**src/rtl/al_osc_pkg.sv**
```systemverilog
// al_osc_pkg: shared types, defaults and helpers for the oscillator clock divider.
package al_osc_pkg;

    // Standby option encodings
    localparam string STDBY_ENABLE  = "ENABLE";
    localparam string STDBY_DISABLE = "DISABLE";

    // Default geometry
    localparam int NUM_CH_DEF = 4;
    localparam int DIV_W_DEF  = 8;
    localparam int WARMUP_DEF = 16;

    // Per-channel divider state
    typedef enum logic [1:0] {
        CH_STOP     = 2'd0,
        CH_RUN_LO   = 2'd1,
        CH_RUN_HI   = 2'd2,
        CH_DRAIN_HI = 2'd3
    } ch_state_e;

    // Width of the channel index; never below one bit so a single-channel build still has a port
    function automatic int ch_idx_w(input int n);
        return (n > 1) ? $clog2(n) : 1;
    endfunction

endpackage

```
**src/rtl/al_osc_div_ch.sv**
```systemverilog
// al_osc_div_ch: one divider channel -- half-period counter, pending reload and stop/drain FSM.
module al_osc_div_ch
    import al_osc_pkg::*;
#(
    parameter int DIV_W = DIV_W_DEF
) (
    input  logic             clk,
    input  logic             rst_n,
    input  logic             run_i,
    input  logic             load_i,
    input  logic [DIV_W-1:0] val_i,
    output logic             div_clk_o,
    output logic             div_tick_o
);

    ch_state_e        state_q, state_d;
    logic [DIV_W-1:0] cnt_q, cnt_d;
    logic [DIV_W-1:0] hp_q, hp_d;
    logic [DIV_W-1:0] pend_q, pend_d;
    logic [DIV_W-1:0] hp_eff;
    logic             pv_q, pv_d;
    logic             clk_q, clk_d;
    logic             tick_q, tick_d;

    // Next-state: count phases, toggle at cnt==hp, apply reloads only at a fall or while stopped
    always_comb begin
        state_d = state_q;
        cnt_d   = cnt_q;
        hp_d    = hp_q;
        pend_d  = pend_q;
        pv_d    = pv_q;
        clk_d   = clk_q;
        tick_d  = 1'b0;
        hp_eff  = hp_q;

        if (load_i) begin
            pend_d = val_i;
            pv_d   = 1'b1;
        end

        case (state_q)
            CH_STOP: begin
                cnt_d = '0;
                clk_d = 1'b0;
                // A parked channel takes its pending value immediately; a fresh load waits a cycle
                if (pv_q) begin
                    hp_eff = pend_q;
                    hp_d   = pend_q;
                end
                pv_d = load_i;
                // The start cycle already counts as the first cycle of the low phase
                if (run_i) begin
                    if (hp_eff == '0) begin
                        clk_d   = 1'b1;
                        tick_d  = 1'b1;
                        state_d = CH_RUN_HI;
                    end else begin
                        cnt_d   = DIV_W'(1);
                        state_d = CH_RUN_LO;
                    end
                end
            end
            CH_RUN_LO: begin
                if (!run_i) begin
                    cnt_d   = '0;
                    state_d = CH_STOP;
                end else if (cnt_q == hp_q) begin
                    cnt_d   = '0;
                    clk_d   = 1'b1;
                    tick_d  = 1'b1;
                    state_d = CH_RUN_HI;
                end else begin
                    cnt_d = cnt_q + DIV_W'(1);
                end
            end
            default: begin
                // High phase always completes; run only decides where the fall lands
                if (cnt_q == hp_q) begin
                    cnt_d = '0;
                    clk_d = 1'b0;
                    if (load_i) begin
                        hp_d = val_i;
                        pv_d = 1'b0;
                    end else if (pv_q) begin
                        hp_d = pend_q;
                        pv_d = 1'b0;
                    end
                    state_d = run_i ? CH_RUN_LO : CH_STOP;
                end else begin
                    cnt_d   = cnt_q + DIV_W'(1);
                    state_d = run_i ? CH_RUN_HI : CH_DRAIN_HI;
                end
            end
        endcase
    end

    // State register with synchronous active-low reset
    always_ff @(posedge clk) begin
        if (!rst_n) begin
            state_q <= CH_STOP;
            cnt_q   <= '0;
            hp_q    <= '0;
            pend_q  <= '0;
            pv_q    <= 1'b0;
            clk_q   <= 1'b0;
            tick_q  <= 1'b0;
        end else begin
            state_q <= state_d;
            cnt_q   <= cnt_d;
            hp_q    <= hp_d;
            pend_q  <= pend_d;
            pv_q    <= pv_d;
            clk_q   <= clk_d;
            tick_q  <= tick_d;
        end
    end

    assign div_clk_o  = clk_q;
    assign div_tick_o = tick_q;

endmodule

```
**src/rtl/al_osc_clkgen.sv**
```systemverilog
// al_osc_clkgen: multi-channel programmable divider with standby, warm-up ready and divide reload.
module al_osc_clkgen
    import al_osc_pkg::*;
#(
    parameter int    NUM_CH = NUM_CH_DEF,
    parameter int    DIV_W  = DIV_W_DEF,
    parameter string STDBY  = STDBY_DISABLE,
    parameter int    WARMUP = WARMUP_DEF
) (
    input  logic                          clk,
    input  logic                          rst_n,
    input  logic                          osc_dis,
    input  logic [NUM_CH-1:0]             ch_en,
    input  logic                          div_load,
    input  logic [ch_idx_w(NUM_CH)-1:0]   div_ch,
    input  logic [DIV_W-1:0]              div_val,
    output logic [NUM_CH-1:0]             div_clk,
    output logic [NUM_CH-1:0]             div_tick,
    output logic                          osc_rdy
);

    localparam int CH_W   = ch_idx_w(NUM_CH);
    localparam int WU_W   = $clog2(WARMUP + 1);
    localparam bit SBY_EN = (STDBY == STDBY_ENABLE);

    logic              sby;
    logic [WU_W-1:0]   wu_q, wu_d;
    logic              rdy_q, rdy_d;
    logic [NUM_CH-1:0] load_vec;

    assign sby = SBY_EN & osc_dis;

    // Warm-up count: held at zero in standby, saturates at WARMUP; ready on the cycle it arrives
    always_comb begin
        wu_d = wu_q;
        if (sby) begin
            wu_d = '0;
        end else if (wu_q != WU_W'(WARMUP)) begin
            wu_d = wu_q + WU_W'(1);
        end
        rdy_d = !sby && (wu_d == WU_W'(WARMUP));
    end

    // Warm-up and ready registers
    always_ff @(posedge clk) begin
        if (!rst_n) begin
            wu_q  <= '0;
            rdy_q <= 1'b0;
        end else begin
            wu_q  <= wu_d;
            rdy_q <= rdy_d;
        end
    end

    // Reload decode: an out-of-range channel index matches no channel and is dropped
    always_comb begin
        load_vec = '0;
        for (int i = 0; i < NUM_CH; i++) begin
            load_vec[i] = div_load && (div_ch == CH_W'(i));
        end
    end

    for (genvar i = 0; i < NUM_CH; i++) begin : g_ch
        al_osc_div_ch #(
            .DIV_W(DIV_W)
        ) u_ch (
            .clk        (clk),
            .rst_n      (rst_n),
            .run_i      (ch_en[i] & rdy_q),
            .load_i     (load_vec[i]),
            .val_i      (div_val),
            .div_clk_o  (div_clk[i]),
            .div_tick_o (div_tick[i])
        );
    end

    assign osc_rdy = rdy_q;

endmodule
```
**config.mk**
```make
export PLATFORM = sky130hd
export DESIGN_NAME = al_osc_clkgen
export DESIGN_NICKNAME = d
export VERILOG_FILES = /design/src/rtl/al_osc_pkg.sv /design/src/rtl/al_osc_div_ch.sv /design/src/rtl/al_osc_clkgen.sv
export SDC_FILE = /design/constraint.sdc
export NUM_CORES = 1
export LEC_CHECK = 0
export ABC_AREA = 1
export ABC_CLOCK_PERIOD_IN_PS = 1800
export CAP_MARGIN = 40
export CORE_AREA = 2 2 136 138
export DETAILED_ROUTE_END_ITERATION = 8
export DIE_AREA = 0 0 138 140
export SYNTH_ARGS = -nofsm -noshare
export SYNTH_HDL_FRONTEND = slang
export SYNTH_SLANG_ARGS = --single-unit
```
**constraint.sdc**
```tcl
create_clock -name clk -period 1.8 [get_ports clk]
set_clock_uncertainty 0.15 [all_clocks]
set_input_delay 0.36 -clock clk [delete_from_list [all_inputs] [get_ports clk]]
set_output_delay 0.36 -clock clk [all_outputs]
set_load 0.05 [all_outputs]
```
After elaboration in Yosys (flattened, before gate mapping)

Index checks and enable logic that the tools add are counted.

Add/sub/neg operators: 5
Multiply operators: 0
Div/mod/pow operators: 0
$lt $le $gt $ge: 0
Equal/unequal tests: 29
Shift-type cells: 0
Mux-type cells: 129
Bitwise logic cells: 8
Reduce and logical (&&, ||, !) cells: 29

Operators by type and width:

| kind                                                | count |
|---|---|
| two-way mux 8 bit                                   | 28 |
| case mux 8 bit (2 select lines)                     | 8 |
| two-way mux 1 bit                                   | 56 |
| two-way mux 2 bit                                   | 20 |
| adder 8 x 1 -> 8 bit, second input constant         | 4 |
| equality test 8 bit                                 | 4 |
| logical NOT 8 bit                                   | 4 |
| != test 2 x 1 -> 1 bit, second input constant       | 12 |
| case mux 1 bit (2 select lines)                     | 12 |
| case mux 2 bit (2 select lines)                     | 4 |
| AND reduction 2 bit                                 | 8 |
| != test 3 bit, second input constant                | 4 |
| AND reduction 3 bit                                 | 4 |
| equality test 2 x 1 -> 1 bit, second input constant | 5 |
| logical NOT 2 bit                                   | 5 |
| nonzero test 2 bit                                  | 4 |
| adder 5 x 1 -> 5 bit, second input constant         | 1 |
| equality test 5 bit, second input constant          | 1 |
| two-way mux 5 bit                                   | 1 |
| != test 5 bit, second input constant                | 1 |
| bitwise AND 1 bit                                   | 4 |
| equality test 2 bit, second input constant          | 2 |
| logical AND 1 bit                                   | 4 |
| NOT 1 bit                                           | 4 |

Register bits after elaboration: 122
Latch bits: 0
Bits in writable memories: 0
Bits in read-only memories: 0
Input bits: 18
Output and inout port bits: 9
Word-level logic and storage cells: 230
Memories kept: 0

Depth between registers and ports, before layout

Gate-level depths: netlist (run 1).

Word-level depth: 7
Depth in mapped cells: 12
Depth with buffers taken out: 12

Cells and area by module

Synthesis (run 1) repeated with hierarchy kept, for this count alone.

Cells, all modules: 964
Area total of the unflattened synthesis: 6542.5 um2

Modules (own cells, without submodules):

| module                            | instances | cells an instance | area an instance (um2) |
|---|---|---|---|
| al_osc_div_ch at g_ch[0].u_ch ... | 2         | 224               | 1549.0 |
| al_osc_div_ch at g_ch[2].u_ch     | 1         | 229               | 1546.5 |
| al_osc_div_ch at g_ch[3].u_ch     | 1         | 230               | 1539.0 |
| al_osc_clkgen                     | 1         | 57                | 359.1 |

Least setup slack after synthesis (run 1)

Ideal clock, no wire load.

Path type: reg2reg
From: reg rdy_q (netlist: osc_rdy)
To: reg g_ch[1].u_ch.state_q[0]
Setup time: 0.070 ns
Arrival time: 1.661 ns
Path slack: -0.081 ns
Cell stages (with the launch flop): 8
Period minus slack after synthesis: 1.881 ns
Cell sequence: dfxtp_1 > nand2_1 > inv_1 > ha_1 > or2_2 > nand2_1 > nand2_1 > a21oi_1

Cells in the longest elaborated chain, start to end: 4
Elaborated cells between the ends (all ways): 9
Those cells by class: 2 x eq/ne; 5 x mux; 1 x bitwise; 1 x reduce/logical

Ends and longest elaborated chain:

| element                                     | line                                     | source |
|---|---|---|
| start: declaration                          | al_osc_clkgen.sv:28                      | `logic rdy_q, rdy_d;` |
| start signal: assignment                    | al_osc_clkgen.sv:51                      | `rdy_q <= rdy_d;` |
| bitwise AND 1 bit (*)                       | al_osc_clkgen.sv:69                      | `.run_i (ch_en[i] & rdy_q),` |
| two-way mux 1 bit, on equally long branches | al_osc_div_ch.sv:91, al_osc_div_ch.sv:88 |  |
| two-way mux 2 bit                           | al_osc_div_ch.sv:78                      | `if (cnt_q == hp_q) begin` |
| case mux 2 bit (2 select lines)             | al_osc_div_ch.sv:41                      | `case (state_q)` |
| end signal: assignment                      | al_osc_div_ch.sv:108                     | `state_q <= state_d;` |
| end: declaration                            | al_osc_div_ch.sv:16                      | `ch_state_e state_q, state_d;` |

Every way passes the cells marked *; elsewhere a longest branch is shown, timed or not.
A chain may end at the register's enable or synchronous reset.

Worst setup path in the final report (run 1)

From: reg g_ch[1].u_ch.hp_q[3]
To: reg g_ch[1].u_ch.state_q[0]

Cells in the longest elaborated chain, start to end: 6
Elaborated cells between the ends (all ways): 10
Those cells by class: 2 x eq/ne; 6 x mux; 2 x reduce/logical

Ends and longest elaborated chain:

| element                         | line                 | source |
|---|---|---|
| start: declaration              | al_osc_div_ch.sv:18  | `logic [DIV_W-1:0] hp_q, hp_d;` |
| start signal: assignment        | al_osc_div_ch.sv:110 | `hp_q <= hp_d;` |
| two-way mux 8 bit               | al_osc_div_ch.sv:46  | `if (pv_q) begin` |
| two-way mux 8 bit               | al_osc_div_ch.sv:41  |  |
| logical NOT 8 bit               | al_osc_div_ch.sv:53  | `if (hp_eff == '0) begin` |
| two-way mux 2 bit               | al_osc_div_ch.sv:53  |  |
| two-way mux 2 bit               | al_osc_div_ch.sv:52  | `if (run_i) begin` |
| case mux 2 bit (2 select lines) | al_osc_div_ch.sv:41  |  |

Parallel ways exist; a longest one is shown, timed or not. The select of a mux whose other input is x is not followed.

==> results of run 1 <==
==> cell usage after synthesis, drive strengths merged <==
master	number	area, sq um
o22ai	15	93.84
nand3b	3	22.52
clkbuf	6	22.52
dfxtp	122	2442
xnor2	20	175.2
ha	8	100.1
xor2	14	122.6
o21a	3	22.52
and3	1	6.260
nor2	108	467.9
o21ai	67	335.3
o211ai	2	20.02
or2	3	18.77
nand3	53	300.3
buf	30	204.0
a21oi	77	415.4
nand2	270	1090
nand4	17	106.4
a22oi	1	7.510
nor3b	2	25.02
inv	112	420.4
nor3	10	55.05
==> worst min-delay path, cell delays in order <==
cell and delay (ns):
buf_2 0.13, buf_12 0.18, nand2_1 0.11, a21oi_2 0.03
==> kinds of logic (layout without fill, tap and decap cells) <==
logic type / count (synthesis) / count (layout)
fa+ha+maj: 8 / 8
simple gates: 467 / 467
buf+inv: 148 / 252
xor+xnor: 34 / 34
flops: 122 / 122
compound gates: 165 / 165
==> state kept, by name, summed over array words and instances, names as in the netlist <==
name / flops
g_ch.u_ch.cnt_q: 32
g_ch.u_ch.div_clk_o: 4
g_ch.u_ch.div_tick_o: 4
g_ch.u_ch.hp_q: 32
g_ch.u_ch.pend_q: 32
g_ch.u_ch.pv_q: 4
g_ch.u_ch.state_q: 8
osc_rdy: 1
wu_q: 5
==> layer usage <==
| layer | share of wire, % | track usage [%] | vias up |
|---|---|---|---|
| met5 | 0 | 0 | - |
| li1 | - | - | 3197 |
| met4 | 0.95 | 4.726 | 0 |
| met1 | 48 | 21.81 | 2681 |
| met2 | 48 | 27.57 | 64 |
| met3 | 2.7 | 3.863 | 10 |
==> area by class of cell <==
type / instances / area [sq um]
Tap cell: 229 / 286.5
Sequential cell: 122 / 2471
Clock inverter: 11 / 120.1
Clock buffer: 21 / 470.5
Fill cell: 1786 / 9595
Multi-Input combinational cell: 674 / 3490
Timing Repair Buffer: 108 / 925.9
Inverter: 112 / 420.4
==> power groups by stage <==
stage               combinational [uW]  clock, uW  sequential [uW]
CTS                                560       3470             2800
global route                       647       3600             2810
detailed placement                 542          0             2860
global placement                   539          0             2860
finish                             576       3410             2800
floorplan                          344          0             2840
==> stage by stage <==
step / instances / TNS, ns
final: 1277 / 0
after floorplan: 944 / 0
after global placement: 1242 / -4.536
after global routing: 1277 / -0.05531
after detailed placement: 1242 / -4.949
after CTS: 1276 / 0
==> worst paths after layout <==
check                                          endpoint  slack [ns]  cells past startpoint
worst min-delay path               g_ch[1].u_ch.hp_q[7]        0.28                      4
worst max-delay path            g_ch[1].u_ch.state_q[0]        0.05                     11
worst min register to register   g_ch[0].u_ch.pend_q[5]        0.30                      2
worst max register to register  g_ch[1].u_ch.state_q[0]        0.05                     11
==> what timing repair did <==
action | CTS | global route
gates cloned | 0 | 1
pin swaps | 8 | 9
setup endpoints to repair | 1 | 40
resized for setup | 16 | 34
buffers inserted | 2 | 1
==> flow_summary_export.csv, run 1 <==
group,metric,value,unit
run_status,status,"finished clean",
power_and_ir_drop,finalPower,6787,uW
hold_path,hp-start,"rst_n",
flow_run,maxCapViolCount,0,
power_and_ir_drop,p_sw_share,24.23,%
synth,syn_nets,970,
power_and_ir_drop,power_frac_comb,8.5,%
floorplan,die_w,138,um
critical_path,r2r_start,"g_ch[1].u_ch.hp_q[3]",
clock_tree,holdBufCountCts,0,
floorplan,io_pins,27,
sta,hold_viol,0,
cells_and_area,drive_above_1_share,21.37,%
critical_path,required,2.00,ns
sta,setup_viol,0,
synth,syn_area_per_cell,6.858,sq um
critical_path,cp_max_fo,3,
clock_tree,cts_sinks,122,
global_route,grt-ovfl-total,0,
place,io_buffers,25,
critical_path,path_buf_inv,2,
global_route,grt_max_degree,52,
synth,synth_compound_gate_area_share,13.82,%
power_and_ir_drop,peakVddDrop,0.6443,mV
global_route,antenna_found_initial,0,
synth,syn_inst,944,
synth,synth_top_family_by_area,"simple AND/OR/NAND/NOR gates",
sta,slew_headroom,71.24,%
global_route,grt_pass1_vias,5503,
power_and_ir_drop,p_per_area,829.3,nW/um^2
cells_and_area,antenna_cells,0,
clock_tree,clk_path_buf_depth,2,
floorplan,core-area,17780,sq um
synth,yosysWarnings,0,
routing,wire_per_inst,12.37,um
critical_path,crit_type,"reg2reg",
floorplan,die_h,140,um
routing,drc_errors,0,
cells_and_area,fin_util,46.03,%
cells_and_area,area_growth,26.42,%
power_and_ir_drop,power_frac_seq,41.3,%
synth,synth-seq-area-share,37.73,%
synth,synthAdderAreaFrac,1.546,%
sta,fin_crit,1.750,ns
clock_tree,htree_levels,4,
sta,fmax,571.4,MHz
place,dp_worst_setup_slack,-0.1875,ns
hold_path,hp-class,"in2reg",
place,gp_congestion,0.8158,
sta,worst-slew-pin-transition,0.4301,ns
critical_path,path_cells,"inv_1 -> nand2_1 -> nand4_1 -> nor2_4 -> nand2_4 -> inv_2 -> ha_4 -> or2_4 -> nand2_2 -> nand2_2 -> a21oi_2",
cells_and_area,final_common_cell,"nand2_1",
cells_and_area,mostFrequentLayoutCells,"nand2_1 (252), dfxtp_1 (99), inv_1 (97), nor2_1 (90), buf_4 (86)",
clock_tree,clock_tree.root_cell,"clkbuf_16",
synth,synth_xor_area_share,4.600,%
clock_tree,clk_latency,0.42,ns
floorplan,rows,49,
routing,drtAntennaViolNets,0,
power_and_ir_drop,p_clk_share,50.3,%
synth,synthSimpleGateAreaFrac,32.32,%
routing,via_count,5952,
global_route,grt_pass1_wl,26.48,mm
cells_and_area,final_area,8184,sq um
routing,firstDrtPassIters,6,
routing,routed_via_density,4.661,
sta,finalCritPeriodShare,97.22,%
sta,fin_ws,0.05005,ns
cells_and_area,nets,1061,
critical_path,crit_path_top_delay_cell,"dfxtp_2",
global_route,track_usage,16.65,%
clock_tree,cts_tree,"yes",
power_and_ir_drop,cellLeakagePower,0.003538,uW
sta,slew_violations,0,
synth,netlist_area,6474,sq um
routing,wirelength,15.80,mm
synth,yosys-mux-area-fraction,0,%
floorplan,die_area,19320,sq um
critical_path,critPathLaunch,"g_ch[1].u_ch.hp_q[3]",
floorplan,start_util,36.41,%
power_and_ir_drop,switchingPower,1645,uW
synth,yosys.cell_types.count,38,
synth,ys_seq_elements,122,
place,dp_hpwl,11.36,mm
clock_tree,cts_made_buffers,17,
clock_tree,clk_pin_slew,0.06,ns
critical_path,arrival,1.95,ns
critical_path,slowest_delay,0.34,ns
power_and_ir_drop,p_int,5142,uW
place,placed_cell_area,7421,sq um
critical_path,startpoint_type,"register",
critical_path,path_delay_family,"simple AND/OR/NAND/NOR gates",
routing,drtIter0Drc,370,
critical_path,cp_common_cell,"nand2_2",
critical_path,cp-end-kind,"register",
sta,finalHoldWorstSlack,0.2819,ns
Power figures use the tool's default switching activity.
==> run 2, diff against run 1 <==
--- a/config.mk
+++ b/config.mk
@@ -11,6 +11,7 @@
 export CORE_AREA = 2 2 136 138
 export DETAILED_ROUTE_END_ITERATION = 8
 export DIE_AREA = 0 0 138 140
+export GPL_ROUTABILITY_DRIVEN = 0
 export SYNTH_ARGS = -nofsm -noshare
 export SYNTH_HDL_FRONTEND = slang
 export SYNTH_SLANG_ARGS = --single-unit
==> results of run 2 <==
Final layout, timing and power as in run 1 (identical DEF).
==> run 3, diff against run 2 <==
--- a/config.mk
+++ b/config.mk
@@ -8,10 +8,12 @@
 export ABC_AREA = 1
 export ABC_CLOCK_PERIOD_IN_PS = 1800
 export CAP_MARGIN = 40
-export CORE_AREA = 2 2 136 138
+export CORE_AREA = 2 2 113 115
 export DETAILED_ROUTE_END_ITERATION = 8
-export DIE_AREA = 0 0 138 140
+export DIE_AREA = 0 0 115 117
 export GPL_ROUTABILITY_DRIVEN = 0
+export PLACE_DENSITY = 0.74
+export REMOVE_ABC_BUFFERS = 1
 export SYNTH_ARGS = -nofsm -noshare
 export SYNTH_HDL_FRONTEND = slang
 export SYNTH_SLANG_ARGS = --single-unit
==> run 3 against run 2 <==
Against the previous run: clock power decreased by 9.1%; total power is 4.7% lower; utilization grew 18 points; sequential power is essentially flat; non-clock buffer count stayed put; highest routed layer unchanged.
==> flow_summary_export.csv, run 3 (synthesized netlist as in run 1, its figures left out) <==
group,metric,value,unit
clock_tree,cts_made_buffers,17,
hold_path,min_path_cells,4,
critical_path,crit_type,"reg2out",
clock_tree,clk_path_buf_depth,2,
routing,wire_per_inst,12.52,um
floorplan,start_util,52.58,%
clock_tree,clk_latency,0.43,ns
sta,finalHoldWorstSlack,0.2377,ns
critical_path,slowest_delay,0.44,ns
routing,routed_via_density,5.038,
global_route,grt-ovfl-total,0,
place,io_buffers,25,
critical_path,r2r_start,"g_ch[1].u_ch.hp_q[5]",
critical_path,startpoint_type,"register",
clock_tree,cts_sinks,122,
sta,fin_crit,1.747,ns
sta,grt_setup_unrepaired,"true",
clock_tree,clk_pin_slew,0.06,ns
hold_path,hp-start,"rst_n",
run_status,status,"finished clean",
sta,fin_setup_tns,0,ns
cells_and_area,final_common_cell,"nand2_1",
cells_and_area,drive_above_1_share,20.06,%
cells_and_area,antenna_cells,0,
critical_path,crit_path_top_delay_cell,"dfxtp_1",
power_and_ir_drop,finalPower,6468,uW
power_and_ir_drop,p_per_area,815.0,nW/um^2
sta,fmax,572.4,MHz
routing,via_count,6030,
clock_tree,htree_levels,4,
sta,slew_headroom,72.18,%
floorplan,die_w,115,um
routing,drtAntennaViolNets,0,
floorplan,die_area,13460,sq um
cells_and_area,area_growth,22.59,%
critical_path,required,1.29,ns
sta,setup_viol,0,
critical_path,r2r-end,"g_ch[1].u_ch.state_q[0]",
global_route,grt_pass1_vias,5568,
global_route,grt_max_degree,52,
global_route,grt_pass1_wl,25.84,mm
clock_tree,cts_tree,"yes",
sta,finalCritPeriodShare,97.06,%
critical_path,arrival,1.24,ns
hold_path,min_to,"g_ch[2].u_ch.hp_q[7]",
cells_and_area,reg.largest.list,"g_ch.u_ch.cnt_q (32), g_ch.u_ch.hp_q (32), g_ch.u_ch.pend_q (32)",
critical_path,rr_worst_depth,10,
place,dp_hpwl,10.84,mm
cells_and_area,fin_util,64.46,%
sta,fin_ws,0.05292,ns
routing,drc_errors,0,
critical_path,cp-end-kind,"output pin",
sta,hold_viol,0,
routing,firstDrtPassIters,6,
place,dp_worst_setup_slack,-0.2628,ns
floorplan,rows,41,
routing,drtIter0Drc,420,
global_route,antenna_found_initial,0,
critical_path,cp_max_fo,3,
cells_and_area,num-fill-cells,1101,
cells_and_area,nets,1061,
sta,worst-slew-pin-transition,0.4160,ns
power_and_ir_drop,peakVddDrop,0.6879,mV
flow_run,maxCapViolCount,0,
floorplan,die_h,117,um
power_and_ir_drop,cellLeakagePower,0.003471,uW
clock_tree,clock_tree.root_cell,"clkbuf_16",
hold_path,hp-class,"in2reg",
global_route,track_usage,24.10,%
floorplan,core-area,12310,sq um
routing,wirelength,14.99,mm
cells_and_area,mostFrequentLayoutCells,"nand2_1 (255), dfxtp_1 (102), inv_1 (100), nor2_1 (92), buf_4 (89)",
floorplan,io_pins,27,
sta,slew_violations,0,
critical_path,path_cells,"buf_4 -> buf_12",
critical_path,rrSetupSlack,0.06,ns
[run 3: how the worst max path moves through the flow]
stage | depth (start not counted) | from | endpoint | slack [ns]
floorplan | 7 | osc_rdy | g_ch[1].u_ch.state_q[0] | -0.1
global placement | 7 | div_load | g_ch[1].u_ch.hp_q[6] | -0.22
detailed placement | 7 | div_load | g_ch[1].u_ch.hp_q[6] | -0.26
CTS | 11 | g_ch[1].u_ch.cnt_q[3] | g_ch[1].u_ch.state_q[0] | 0.03
global route | 10 | g_ch[1].u_ch.cnt_q[6] | g_ch[1].u_ch.state_q[0] | -0.03
finish | 2 | osc_rdy | osc_rdy | 0.05
[run 3: power by group]
group | total (uW) | switching [uW] | internal, uW | leakage, uW
clock | 3100 | 1190 | 1910 | 0.000278
combinational | 568 | 325 | 244 | 0.00219
sequential | 2800 | 41.3 | 2760 | 0.000998
[run 3: what timing repair did]
item / 4_1_cts / 5_1_grt
setup buffers: 2 / 2
endpoints found under the setup margin: 13 / 30
pin swaps: 7 / 9
resized for setup: 13 / 22
hold buffers: 0 / 0
[run 3: metrics by stage]
step	area [sq um]	std cells
global placement	7288	1162
detailed placement	7288	1162
CTS	7869	1195
global route	7936	1197
finish	7936	1197
floorplan	6247	908
[run 3: layout make-up]
class,count,area (sq um),share of cell area (%)
Clock buffer,23,498.0,6.275
Clock inverter,8,43.79,0.5518
Inverter,112,420.4,5.297
Multi-Input combinational cell,674,3433,43.26
Sequential cell,122,2470,31.12
Tap cell,150,187.7,2.365
Timing Repair Buffer,108,883.3,11.13
[run 3: layer usage]
metal,track usage [%],vias up,routed length [um]
met1,30.67,2716,7080
li1,-,3204,-
met5,0,-,0
met4,8.514,0,229
met3,5.252,17,517
met2,40.59,93,7158
[run 3: worst max-delay path: cells and delay by family, from the launching register on]
kind | cells | cell delay (ns)
buf+inv | 2 | 0.38
flops | 1 | 0.44
